<file path="src/rtl/fetch_ctrl_pkg.sv">
// rtl/fetch_ctrl_pkg.sv - shared types and constants for the fetch sequencer
package fetch_ctrl_pkg;

  typedef enum logic [1:0] {
    ST_BOOT,
    ST_RUN,
    ST_HOLD,
    ST_HALT
  } state_t;

  // Ascending priority, so "higher priority" is a plain numeric compare.
  typedef enum logic [2:0] {
    RK_NONE = 3'd0,
    RK_JMP  = 3'd1,
    RK_BR   = 3'd2,
    RK_HALT = 3'd3,
    RK_EXC  = 3'd4
  } kind_t;

  localparam logic [31:0] DEFAULT_EXC_VECTOR = 32'h0000_0180;

endpackage

</file>
<file path="src/rtl/fetch_ctrl_redirect_sel.sv">
// rtl/fetch_ctrl_redirect_sel.sv - picks the highest-priority redirect request this cycle
module redirect_sel
  import fetch_ctrl_pkg::*;
#(
  parameter logic [31:0] EXC_VECTOR = DEFAULT_EXC_VECTOR
) (
  input  logic        exc,
  input  logic        halt,
  input  logic        br_taken,
  input  logic [31:0] br_target,
  input  logic        jmp,
  input  logic [31:0] jmp_target,
  input  logic        stall,
  output kind_t       kind,
  output logic [31:0] target
);

  always_comb begin
    kind   = RK_NONE;
    target = '0;
    if (exc) begin
      kind   = RK_EXC;
      target = EXC_VECTOR;
    end else if (halt) begin
      kind = RK_HALT;
    end else if (br_taken) begin
      kind   = RK_BR;
      target = br_target;
    end else if (jmp && !stall) begin
      // A stalled jump is not a request yet; ID presents it again.
      kind   = RK_JMP;
      target = jmp_target;
    end
  end

endmodule

</file>
<file path="src/rtl/fetch_ctrl.sv">
// rtl/fetch_ctrl.sv - fetch-stage sequencer: boot delay, redirect arbitration, freeze hold, halt
module fetch_ctrl
  import fetch_ctrl_pkg::*;
#(
  parameter int unsigned BOOT_CYCLES = 2,
  parameter logic [31:0] EXC_VECTOR  = DEFAULT_EXC_VECTOR
) (
  input  logic        clk,
  input  logic        rstn,
  input  logic        i_FetchCtrl_stall,
  input  logic        i_FetchCtrl_freeze,
  input  logic        i_FetchCtrl_exc,
  input  logic        i_FetchCtrl_halt,
  input  logic        i_FetchCtrl_br_taken,
  input  logic [31:0] i_FetchCtrl_br_target,
  input  logic        i_FetchCtrl_jmp,
  input  logic [31:0] i_FetchCtrl_jmp_target,
  output logic        o_FetchCtrl_pause,
  output logic        o_FetchCtrl_we,
  output logic [31:0] o_FetchCtrl_PC,
  output logic        o_FetchCtrl_flush_if,
  output logic        o_FetchCtrl_flush_id,
  output logic        o_FetchCtrl_halted
);

  localparam int CW = (BOOT_CYCLES > 1) ? $clog2(BOOT_CYCLES + 1) : 1;

  state_t        state;
  logic [CW-1:0] boot_cnt;
  kind_t         pend_kind;
  logic [31:0]   pend_target;
  kind_t         sel_kind;
  logic [31:0]   sel_target;
  kind_t         apply_kind;
  logic [31:0]   apply_target;

  redirect_sel #(.EXC_VECTOR(EXC_VECTOR)) u_sel (
    .exc        (i_FetchCtrl_exc),
    .halt       (i_FetchCtrl_halt),
    .br_taken   (i_FetchCtrl_br_taken),
    .br_target  (i_FetchCtrl_br_target),
    .jmp        (i_FetchCtrl_jmp),
    .jmp_target (i_FetchCtrl_jmp_target),
    .stall      (i_FetchCtrl_stall),
    .kind       (sel_kind),
    .target     (sel_target)
  );

  // In HOLD the pending request wins unless a strictly higher one arrives.
  always_comb begin
    apply_kind   = sel_kind;
    apply_target = sel_target;
    if (state == ST_HOLD && !(sel_kind > pend_kind)) begin
      apply_kind   = pend_kind;
      apply_target = pend_target;
    end
  end

  always_comb begin
    o_FetchCtrl_pause    = 1'b1;
    o_FetchCtrl_we       = 1'b0;
    o_FetchCtrl_PC       = '0;
    o_FetchCtrl_flush_if = 1'b0;
    o_FetchCtrl_flush_id = 1'b0;
    o_FetchCtrl_halted   = (state == ST_HALT);
    if ((state == ST_RUN || state == ST_HOLD) && !i_FetchCtrl_freeze) begin
      case (apply_kind)
        RK_EXC, RK_BR: begin
          o_FetchCtrl_pause    = 1'b0;
          o_FetchCtrl_we       = 1'b1;
          o_FetchCtrl_PC       = apply_target;
          o_FetchCtrl_flush_if = 1'b1;
          o_FetchCtrl_flush_id = 1'b1;
        end
        RK_JMP: begin
          o_FetchCtrl_pause    = 1'b0;
          o_FetchCtrl_we       = 1'b1;
          o_FetchCtrl_PC       = apply_target;
          o_FetchCtrl_flush_if = 1'b1;
        end
        RK_HALT: o_FetchCtrl_flush_if = 1'b1;
        default: o_FetchCtrl_pause = i_FetchCtrl_stall;
      endcase
    end
  end

  always_ff @(posedge clk or negedge rstn) begin
    if (!rstn) begin
      state       <= ST_BOOT;
      boot_cnt    <= CW'(BOOT_CYCLES);
      pend_kind   <= RK_NONE;
      pend_target <= '0;
    end else begin
      case (state)
        ST_BOOT: begin
          if (boot_cnt <= CW'(1)) state <= ST_RUN;
          else boot_cnt <= boot_cnt - CW'(1);
        end
        ST_RUN: begin
          if (i_FetchCtrl_freeze) begin
            if (sel_kind != RK_NONE) begin
              pend_kind   <= sel_kind;
              pend_target <= sel_target;
              state       <= ST_HOLD;
            end
          end else if (sel_kind == RK_HALT) begin
            state <= ST_HALT;
          end
        end
        ST_HOLD: begin
          if (i_FetchCtrl_freeze) begin
            if (sel_kind > pend_kind) begin
              pend_kind   <= sel_kind;
              pend_target <= sel_target;
            end
          end else begin
            pend_kind   <= RK_NONE;
            pend_target <= '0;
            state       <= (apply_kind == RK_HALT) ? ST_HALT : ST_RUN;
          end
        end
        ST_HALT: state <= ST_HALT;
        default: state <= ST_BOOT;
      endcase
    end
  end

endmodule

</file>
<file path="config.mk">
export PLATFORM = sky130hd
export DESIGN_NAME = fetch_ctrl
export DESIGN_NICKNAME = d
export VERILOG_FILES = /design/src/rtl/fetch_ctrl_pkg.sv /design/src/rtl/fetch_ctrl_redirect_sel.sv /design/src/rtl/fetch_ctrl.sv
export SDC_FILE = /design/constraint.sdc
export NUM_CORES = 1
export LEC_CHECK = 0
export ABC_CLOCK_PERIOD_IN_PS = 3200
export CAP_MARGIN = 40
export CORE_ASPECT_RATIO = 0.75
export CORE_UTILIZATION = 41
export DETAILED_ROUTE_END_ITERATION = 8
export GPL_ROUTABILITY_DRIVEN = 0
export GPL_TIMING_DRIVEN = 0
export HOLD_SLACK_MARGIN = 0.03
export PLACE_DENSITY = 0.82
export SETUP_SLACK_MARGIN = 0.15
export SYNTH_ARGS = -nofsm -noshare
export SYNTH_HDL_FRONTEND = slang
export SYNTH_HIERARCHICAL = 1
export SYNTH_SLANG_ARGS = --single-unit
</file>
<file path="constraint.sdc">
create_clock -name clk -period 3.2 [get_ports clk]
set_input_delay 0.64 -clock clk [delete_from_list [all_inputs] [get_ports clk]]
set_output_delay 0.64 -clock clk [all_outputs]
set_load 0.01 [all_outputs]
</file>
==> impl_metrics.xml, run 1 <==
<?xml version="1.0" encoding="UTF-8"?>
<metrics>
  <group name="status">
    <metric name="outcome" unit="">finished with violations</metric>
    <metric name="violations" unit="">negative setup slack</metric>
  </group>
  <group name="sta">
    <metric name="finalSetupViolCount" unit="">36</metric>
    <metric name="rsz0062_at_grt" unit="">true</metric>
    <metric name="setup_ws" unit="ps">-347</metric>
    <metric name="skew" unit="ps">8.33</metric>
    <metric name="timing.final.max_slew_violations" unit="">0</metric>
    <metric name="period_minus_slack" unit="ps">3550</metric>
    <metric name="maximum_operating_frequency" unit="GHz">0.282</metric>
    <metric name="fin_hold_ws" unit="ps">278</metric>
    <metric name="worst_pin_slew" unit="ps">473</metric>
    <metric name="timing.final.hold_violations" unit="">0</metric>
    <metric name="finalCritPeriodShare" unit="">1.11</metric>
    <metric name="timing.max_slew.rel_slack" unit="">0.684</metric>
  </group>
  <group name="clock_network">
    <metric name="clk-insertion-delay-late" unit="ps">290</metric>
    <metric name="cts_inserted_buffers" unit="">5</metric>
    <metric name="clock_sinks" unit="">39</metric>
    <metric name="clk_root_buffer_cell" unit="">sky130_fd_sc_hd__clkbuf_8</metric>
    <metric name="htreeDepth" unit="">2</metric>
    <metric name="cts_hold_buf" unit="">0</metric>
    <metric name="clk_path_buf_depth" unit="">2</metric>
    <metric name="tritoncts" unit="">done</metric>
    <metric name="clk_transition_reported_paths" unit="ps">90</metric>
  </group>
  <group name="synth">
    <metric name="synth_edf_count" unit="">0</metric>
    <metric name="compound_gate_fraction_of_synth_area" unit="">0.340</metric>
    <metric name="synthTopCellsByArea" unit="">sky130_fd_sc_hd__dfrtp_1 (33%), sky130_fd_sc_hd__a32o_2 (12%), sky130_fd_sc_hd__a22o_1 (11%), sky130_fd_sc_hd__nand2_1 (8.9%), sky130_fd_sc_hd__a21oi_1 (5.7%)</metric>
    <metric name="netlist_instances" unit="">316</metric>
    <metric name="yosys.cell_types.count" unit="">52</metric>
    <metric name="synthesis.yosys.warnings" unit="">6</metric>
    <metric name="synth-main-ff-cell" unit="">sky130_fd_sc_hd__dfrtp_1</metric>
    <metric name="synth-seq-cells" unit="">39</metric>
    <metric name="synth_adder_area_share" unit="">0.0391</metric>
    <metric name="ys_async_sr_fraction" unit="">1.00</metric>
    <metric name="post_synth_xor_area_fraction" unit="">0.0182</metric>
    <metric name="post-synth-top-area-fraction" unit="">0.330</metric>
    <metric name="ys_seq_area_frac" unit="">0.339</metric>
    <metric name="synth_top_family_by_area" unit="">compound AO/OA/AOI/OAI gates</metric>
    <metric name="syn_avg_cell_area" unit="µm²">9.12</metric>
    <metric name="post-synth-top-area-cell" unit="">sky130_fd_sc_hd__dfrtp_1</metric>
    <metric name="post_synth_and_or_nand_nor_area_fraction" unit="">0.169</metric>
    <metric name="syn_area" unit="µm²">2880</metric>
    <metric name="synth_top_cells_by_count" unit="">sky130_fd_sc_hd__nand2_1 (68), sky130_fd_sc_hd__dfrtp_1 (38), sky130_fd_sc_hd__a22o_1 (35)</metric>
    <metric name="synth.area.mux_share" unit="">0.00347</metric>
    <metric name="mappedNetlistNets" unit="">397</metric>
    <metric name="synthMostInstantiatedCell" unit="">sky130_fd_sc_hd__nand2_1</metric>
  </group>
  <group name="floorplan">
    <metric name="floorplan.initialDensity" unit="">0.424</metric>
    <metric name="die_width" unit="µm">98.8</metric>
    <metric name="floorplan.io_pins" unit="">109</metric>
    <metric name="die_y" unit="µm">74.6</metric>
    <metric name="core_area" unit="µm²">6800</metric>
    <metric name="design.die.area" unit="µm²">7370</metric>
    <metric name="row_count" unit="">26</metric>
  </group>
  <group name="routing">
    <metric name="detail_route.drc_violations" unit="">0</metric>
    <metric name="via_count" unit="">3395</metric>
    <metric name="drt_first_iter_violations" unit="">169</metric>
    <metric name="ant_nets" unit="">0</metric>
    <metric name="totalWireLength" unit="µm">11100</metric>
    <metric name="route.detailed.vias_per_inst" unit="">6.05</metric>
    <metric name="first_pass_iters" unit="">5</metric>
    <metric name="routedWlPerCell" unit="µm">19.8</metric>
  </group>
  <group name="pwr">
    <metric name="power.share.combinational" unit="">0.205</metric>
    <metric name="pwr-share-clk" unit="">0.369</metric>
    <metric name="power.sequential.fraction" unit="">0.426</metric>
    <metric name="power-per-cell-area" unit="nW/µm²">226</metric>
    <metric name="power_switching_share" unit="">0.255</metric>
    <metric name="total_switching_power" unit="µW">295</metric>
    <metric name="cellLeakagePower" unit="µW">0.00229</metric>
    <metric name="power.ir.vdd_worst" unit="V">0.000224</metric>
    <metric name="p_int" unit="µW">860</metric>
  </group>
  <group name="cells_and_area">
    <metric name="syn_to_final_growth" unit="%">77.6</metric>
    <metric name="nFillCells" unit="">454</metric>
    <metric name="layout.core_utilization" unit="">0.753</metric>
    <metric name="post_route_cells_drive_above_1_share" unit="">0.447</metric>
    <metric name="layout.cells.non_filler" unit="">561</metric>
    <metric name="n_antenna_cell" unit="">0</metric>
    <metric name="num-nets-final" unit="">557</metric>
  </group>
  <group name="setup_path">
    <metric name="r2r_setup_slack" unit="ps">470</metric>
    <metric name="criticalPathCategory" unit="">in -&gt; out</metric>
    <metric name="cp_data_required_time" unit="ps">2560</metric>
    <metric name="worst_setup_path_start_kind" unit="">primary input</metric>
    <metric name="critical_path.endpoint_type" unit="">output port</metric>
    <metric name="worstPathMaxFanout" unit="">4</metric>
    <metric name="critPathArrivalTime" unit="ps">2910</metric>
  </group>
  <group name="min_path">
    <metric name="worst_hold_path_type" unit="">in -&gt; async</metric>
  </group>
  <group name="global_route">
    <metric name="grt.overflow.total" unit="">0</metric>
    <metric name="grt_first_pass_wirelength" unit="µm">16900</metric>
    <metric name="initial_antenna_violation_count" unit="">0</metric>
    <metric name="groute.usage.overall" unit="">0.297</metric>
    <metric name="grt_start_max_net_pins" unit="">24</metric>
    <metric name="first_global_vias" unit="">3360</metric>
  </group>
  <group name="placement">
    <metric name="dp.final_hpwl" unit="µm">6970</metric>
    <metric name="dp_worst_setup_slack" unit="ps">-1360</metric>
    <metric name="place.port_buffers" unit="">108</metric>
    <metric name="placed_cells_incl_taps" unit="">509</metric>
  </group>
  <group name="job">
    <metric name="maxCapViolCount" unit="">0</metric>
  </group>
</metrics>
-- stage by stage --
step           instance area [µm²]  TNS [ps]  total power [µW]
6_report                      5120    -10350              1150
5_1_grt                       5120    -12780              1190
4_1_cts                       4970     -7170              1140
3_5_place_dp                  4450    -72090               710
3_3_place_gp                  4420    -68030               702
2_1_floorplan                 3240         0               585
-- cells by family after synthesis --
family,Yosys count
AO/OA/AOI/OAI,119
XOR/XNOR,6
adder cells (fa/ha/maj),9
buffers and inverters,40
flip-flops,39
multiplexers,1
AND/OR/NAND/NOR,102
-- critical path, stage by stage --
cell,delay [ps]
sky130_fd_sc_hd__buf_8,100
sky130_fd_sc_hd__nor3b_4,280
sky130_fd_sc_hd__buf_6,160
sky130_fd_sc_hd__o21ba_4,170
sky130_fd_sc_hd__inv_4,40
sky130_fd_sc_hd__ha_4,260
sky130_fd_sc_hd__nand3_4,90
sky130_fd_sc_hd__a21o_4,260
sky130_fd_sc_hd__nand3_4,90
sky130_fd_sc_hd__nand3_4,110
sky130_fd_sc_hd__buf_12,180
sky130_fd_sc_hd__clkbuf_16,150
sky130_fd_sc_hd__buf_6,110
sky130_fd_sc_hd__a21oi_4,130
sky130_fd_sc_hd__buf_6,130
-- routing by layer --
| layer | track usage | part of all wire |
|---|---|---|
| met5 | 0 | 0 |
| met4 | 0.0779 | 0.014 |
| met3 | 0.0695 | 0.085 |
| met2 | 0.517 | 0.48 |
| met1 | 0.377 | 0.42 |
-- cell usage in the layout (no fill, tap or decap), types with 3 or more instances in the layout --
cell | Yosys | routed
sky130_fd_sc_hd__a21oi_2 | 1 | 18
sky130_fd_sc_hd__nor2_1 | 9 | 7
sky130_fd_sc_hd__ha_1 | 9 | 7
sky130_fd_sc_hd__nand2_1 | 68 | 66
sky130_fd_sc_hd__clkbuf_2 | 0 | 3
sky130_fd_sc_hd__a32o_2 | 30 | 30
sky130_fd_sc_hd__nor2b_1 | 3 | 3
sky130_fd_sc_hd__a21oi_4 | 0 | 15
sky130_fd_sc_hd__inv_1 | 10 | 8
sky130_fd_sc_hd__buf_2 | 2 | 27
sky130_fd_sc_hd__inv_4 | 1 | 3
sky130_fd_sc_hd__buf_4 | 2 | 18
sky130_fd_sc_hd__buf_8 | 0 | 9
sky130_fd_sc_hd__dfrtp_1 | 38 | 38
sky130_fd_sc_hd__clkbuf_8 | 0 | 7
sky130_fd_sc_hd__buf_6 | 13 | 47
sky130_fd_sc_hd__a22o_1 | 35 | 35
sky130_fd_sc_hd__nand3_4 | 0 | 3
sky130_fd_sc_hd__clkbuf_16 | 0 | 6
sky130_fd_sc_hd__xnor2_1 | 4 | 4
sky130_fd_sc_hd__clkdlybuf4s50_1 | 0 | 66
sky130_fd_sc_hd__o21ai_0 | 3 | 3
-- registers in the layout, summed over array words and instances, names as in the netlist --
register,count
pend_kind,3
boot_cnt,2
state,2
pend_target,32
-- repair_timing --
item / 4_1_cts / 5_1_grt
gates cloned: 3 / 0
endpoints found under the setup margin: 71 / 66
resized for setup: 232 / 18
pin swaps: 14 / 6
setup buffers: 31 / 10
-- final timing paths --
kind                                           start                 to  cells past startpoint
min in group clk                         boot_cnt[1]        boot_cnt[1]                      2
max in group asynchronous                       rstn        boot_cnt[1]                      2
worst min register to register           boot_cnt[1]        boot_cnt[1]                      2
worst max register to register          pend_kind[1]    pend_target[28]                     11
worst max-delay path            i_FetchCtrl_br_taken  o_FetchCtrl_PC[3]                     15
worst min-delay path                            rstn     pend_target[1]                      1
-- layout make-up --
cell class	count	area, µm²	area share
clock inverters	3	43.8	0.00856
well taps	84	105	0.0205
flip-flops and latches	39	977	0.191
clock buffers	5	68.8	0.0134
inverters	12	52.6	0.0103
repair buffers	153	1500	0.293
multi-input cells	237	2010	0.394
plain buffers	28	358	0.0699
-- power groups by stage --
stage | Sequential [µW] | Combinational [µW] | Clock [µW]
floorplan | 502 | 82.5 | 0
global placement | 502 | 200 | 0
detailed placement | 502 | 207 | 0
CTS | 492 | 223 | 426
global route | 492 | 251 | 444
finish | 492 | 236 | 426
(Power assumes the default switching activity.)
==> run 2, diff against run 1 <==
Settings changed: CORE_UTILIZATION 41 to 58, DONT_BUFFER_PORTS from default to 1, PLACE_DENSITY 0.82 to 0.8.
==> impl_metrics.xml, run 2 (synthesis gave the netlist of run 1 again) <==
<?xml version="1.0" encoding="UTF-8"?>
<metrics>
  <group name="status">
    <metric name="outcome" unit="">finished, final reports clean</metric>
  </group>
  <group name="sta">
    <metric name="worst_pin_slew" unit="ps">651</metric>
    <metric name="timing.max_slew.rel_slack" unit="">0.564</metric>
    <metric name="finalCritPeriodShare" unit="">0.987</metric>
    <metric name="setup_ws" unit="ps">41.1</metric>
    <metric name="timing.final.hold_violations" unit="">0</metric>
    <metric name="maximum_operating_frequency" unit="GHz">0.317</metric>
    <metric name="skew" unit="ps">10.2</metric>
    <metric name="rsz0062_at_grt" unit="">true</metric>
    <metric name="timing.final.max_slew_violations" unit="">0</metric>
    <metric name="finalSetupViolCount" unit="">0</metric>
    <metric name="period_minus_slack" unit="ps">3160</metric>
  </group>
  <group name="clock_network">
    <metric name="clk_transition_reported_paths" unit="ps">80</metric>
    <metric name="clock_sinks" unit="">39</metric>
    <metric name="clk_path_buf_depth" unit="">2</metric>
    <metric name="clk-insertion-delay-late" unit="ps">300</metric>
    <metric name="cts_inserted_buffers" unit="">5</metric>
    <metric name="clk_root_buffer_cell" unit="">sky130_fd_sc_hd__clkbuf_8</metric>
    <metric name="tritoncts" unit="">done</metric>
    <metric name="htreeDepth" unit="">2</metric>
  </group>
  <group name="cells_and_area">
    <metric name="number_of_flip_flops_under_the_largest_register_name" unit="">32</metric>
    <metric name="regMostFlops" unit="">pend_target</metric>
    <metric name="layout.core_utilization" unit="">0.810</metric>
    <metric name="n_antenna_cell" unit="">0</metric>
    <metric name="layout.cells.non_filler" unit="">396</metric>
    <metric name="syn_to_final_growth" unit="%">30.0</metric>
    <metric name="post_route_cells_drive_above_1_share" unit="">0.404</metric>
    <metric name="num-nets-final" unit="">419</metric>
    <metric name="final_common_cell" unit="">sky130_fd_sc_hd__nand2_1</metric>
    <metric name="final-seq-area" unit="µm²">977</metric>
    <metric name="multi_input_area" unit="µm²">2100</metric>
    <metric name="reg_top3" unit="">pend_target x32, pend_kind x3</metric>
    <metric name="layout.cells.most_common_list" unit="">sky130_fd_sc_hd__nand2_1 (67), sky130_fd_sc_hd__dfrtp_1 (38), sky130_fd_sc_hd__a22o_1 (35), sky130_fd_sc_hd__a21oi_4 (30), sky130_fd_sc_hd__a32o_2 (30)</metric>
    <metric name="nFillCells" unit="">300</metric>
  </group>
  <group name="floorplan">
    <metric name="row_count" unit="">21</metric>
    <metric name="floorplan.io_pins" unit="">109</metric>
    <metric name="die_y" unit="µm">63.0</metric>
    <metric name="die_width" unit="µm">83.4</metric>
    <metric name="core_area" unit="µm²">4620</metric>
    <metric name="design.die.area" unit="µm²">5260</metric>
    <metric name="floorplan.initialDensity" unit="">0.623</metric>
  </group>
  <group name="placement">
    <metric name="place.port_buffers" unit="">0</metric>
    <metric name="placed_cells_incl_taps" unit="">373</metric>
    <metric name="dp_worst_setup_slack" unit="ps">-270</metric>
    <metric name="dp.final_hpwl" unit="µm">5800</metric>
  </group>
  <group name="setup_path">
    <metric name="regToRegStartpoint" unit="">state[0]</metric>
    <metric name="worstPathMaxFanout" unit="">5</metric>
    <metric name="criticalPathCategory" unit="">in -&gt; out</metric>
    <metric name="critical_path.endpoint_type" unit="">output port</metric>
    <metric name="cp_cell_sequence" unit="">nor3b_4 -&gt; buf_6 -&gt; o21ba_4 -&gt; inv_4 -&gt; ha_4 -&gt; inv_2 -&gt; a2111o_1 -&gt; nand3_2 -&gt; nand3_4 -&gt; buf_8 -&gt; clkbuf_16 -&gt; a21oi_4</metric>
    <metric name="cp_data_required_time" unit="ps">2560</metric>
    <metric name="slowest_stage" unit="">sky130_fd_sc_hd__a2111o_1</metric>
    <metric name="critPathArrivalTime" unit="ps">2520</metric>
    <metric name="rr_endpoint" unit="">pend_kind[0]</metric>
    <metric name="cpPeakStageDelay" unit="ps">460</metric>
    <metric name="worst_setup_path_start_kind" unit="">primary input</metric>
    <metric name="worst_case_reg_to_reg_path_depth" unit="">10</metric>
    <metric name="r2r_setup_slack" unit="ps">500</metric>
  </group>
  <group name="pwr">
    <metric name="power.ir.vdd_worst" unit="V">0.000231</metric>
    <metric name="cellLeakagePower" unit="µW">0.00156</metric>
    <metric name="power-per-cell-area" unit="nW/µm²">255</metric>
    <metric name="p_total" unit="µW">956</metric>
  </group>
  <group name="global_route">
    <metric name="initial_antenna_violation_count" unit="">0</metric>
    <metric name="grt_first_pass_wirelength" unit="µm">14200</metric>
    <metric name="grt_start_max_net_pins" unit="">39</metric>
    <metric name="grt.overflow.total" unit="">0</metric>
    <metric name="first_global_vias" unit="">2706</metric>
    <metric name="groute.usage.overall" unit="">0.353</metric>
  </group>
  <group name="routing">
    <metric name="ant_nets" unit="">0</metric>
    <metric name="first_pass_iters" unit="">4</metric>
    <metric name="drt_first_iter_violations" unit="">246</metric>
    <metric name="totalWireLength" unit="µm">8730</metric>
    <metric name="routedWlPerCell" unit="µm">22.1</metric>
    <metric name="route.detailed.vias_per_inst" unit="">6.85</metric>
    <metric name="detail_route.drc_violations" unit="">0</metric>
    <metric name="via_count" unit="">2711</metric>
  </group>
  <group name="min_path">
    <metric name="worst_hold_path_type" unit="">in -&gt; async</metric>
  </group>
  <group name="job">
    <metric name="maxCapViolCount" unit="">0</metric>
  </group>
</metrics>
## run 2: through the flow
step                      setup TNS (ps)  cell area, µm²  hold WS [ps]
after global placement            -11200            3310           345
after floorplan                        0            3240           344
after global routing               -11.7            3740           153
final                                  0            3740           159
after detailed placement          -13380            3310           345
after CTS                              0            3690           158
## run 2: what timing repair did
item                       4_1_cts  5_1_grt
setup endpoints to repair       56       46
cloned                           3        0
hold buffers                     1        0
setup buffers                   10        1
pin swaps                        8        1
resized for setup               31        9
hold endpoints to repair        38        0
## run 2: how the worst max path moves through the flow
stage,start,endpoint,cells past startpoint
floorplan,i_FetchCtrl_br_taken,o_FetchCtrl_PC[0],11
global placement,i_FetchCtrl_br_taken,o_FetchCtrl_PC[12],11
detailed placement,i_FetchCtrl_br_taken,o_FetchCtrl_PC[26],11
CTS,i_FetchCtrl_jmp,o_FetchCtrl_PC[11],12
global route,i_FetchCtrl_jmp,o_FetchCtrl_PC[16],12
finish,i_FetchCtrl_jmp,o_FetchCtrl_PC[10],12
## run 2: area by class of cell
| cell class | instances | area share |
|---|---|---|
| Buffer | 28 | 0.0809 |
| Multi-Input combinational cell | 237 | 0.560 |
| Tap cell | 57 | 0.0190 |
| Inverter | 12 | 0.0134 |
| Sequential cell | 39 | 0.261 |
| Timing Repair Buffer | 15 | 0.0434 |
| Clock inverter | 2 | 0.00334 |
| Clock buffer | 6 | 0.0194 |
## run 2: report_power, final
part	internal [µW]	switching, µW	total (µW)
sequential	492	0	492
clock	152	185	337
combinational	53.2	73.4	127
total	698	258	956
## run 2: metal layers
metal  vias up  routed length (µm)  global-route usage
met5         -                   0                   0
met4         0                 127               0.114
met3        13                 673              0.0806
met2       142                3990               0.555
met1      1328                3940               0.484
li1       1228                   -                   -
## run 2: worst max-delay path: cells and delay by family
| kind | cells | cell delay, ps |
|---|---|---|
| AND/OR/NAND/NOR | 3 | 370 |
| adder cells (fa/ha/maj) | 1 | 110 |
| buffers and inverters | 5 | 560 |
| AO/OA/AOI/OAI | 3 | 830 |
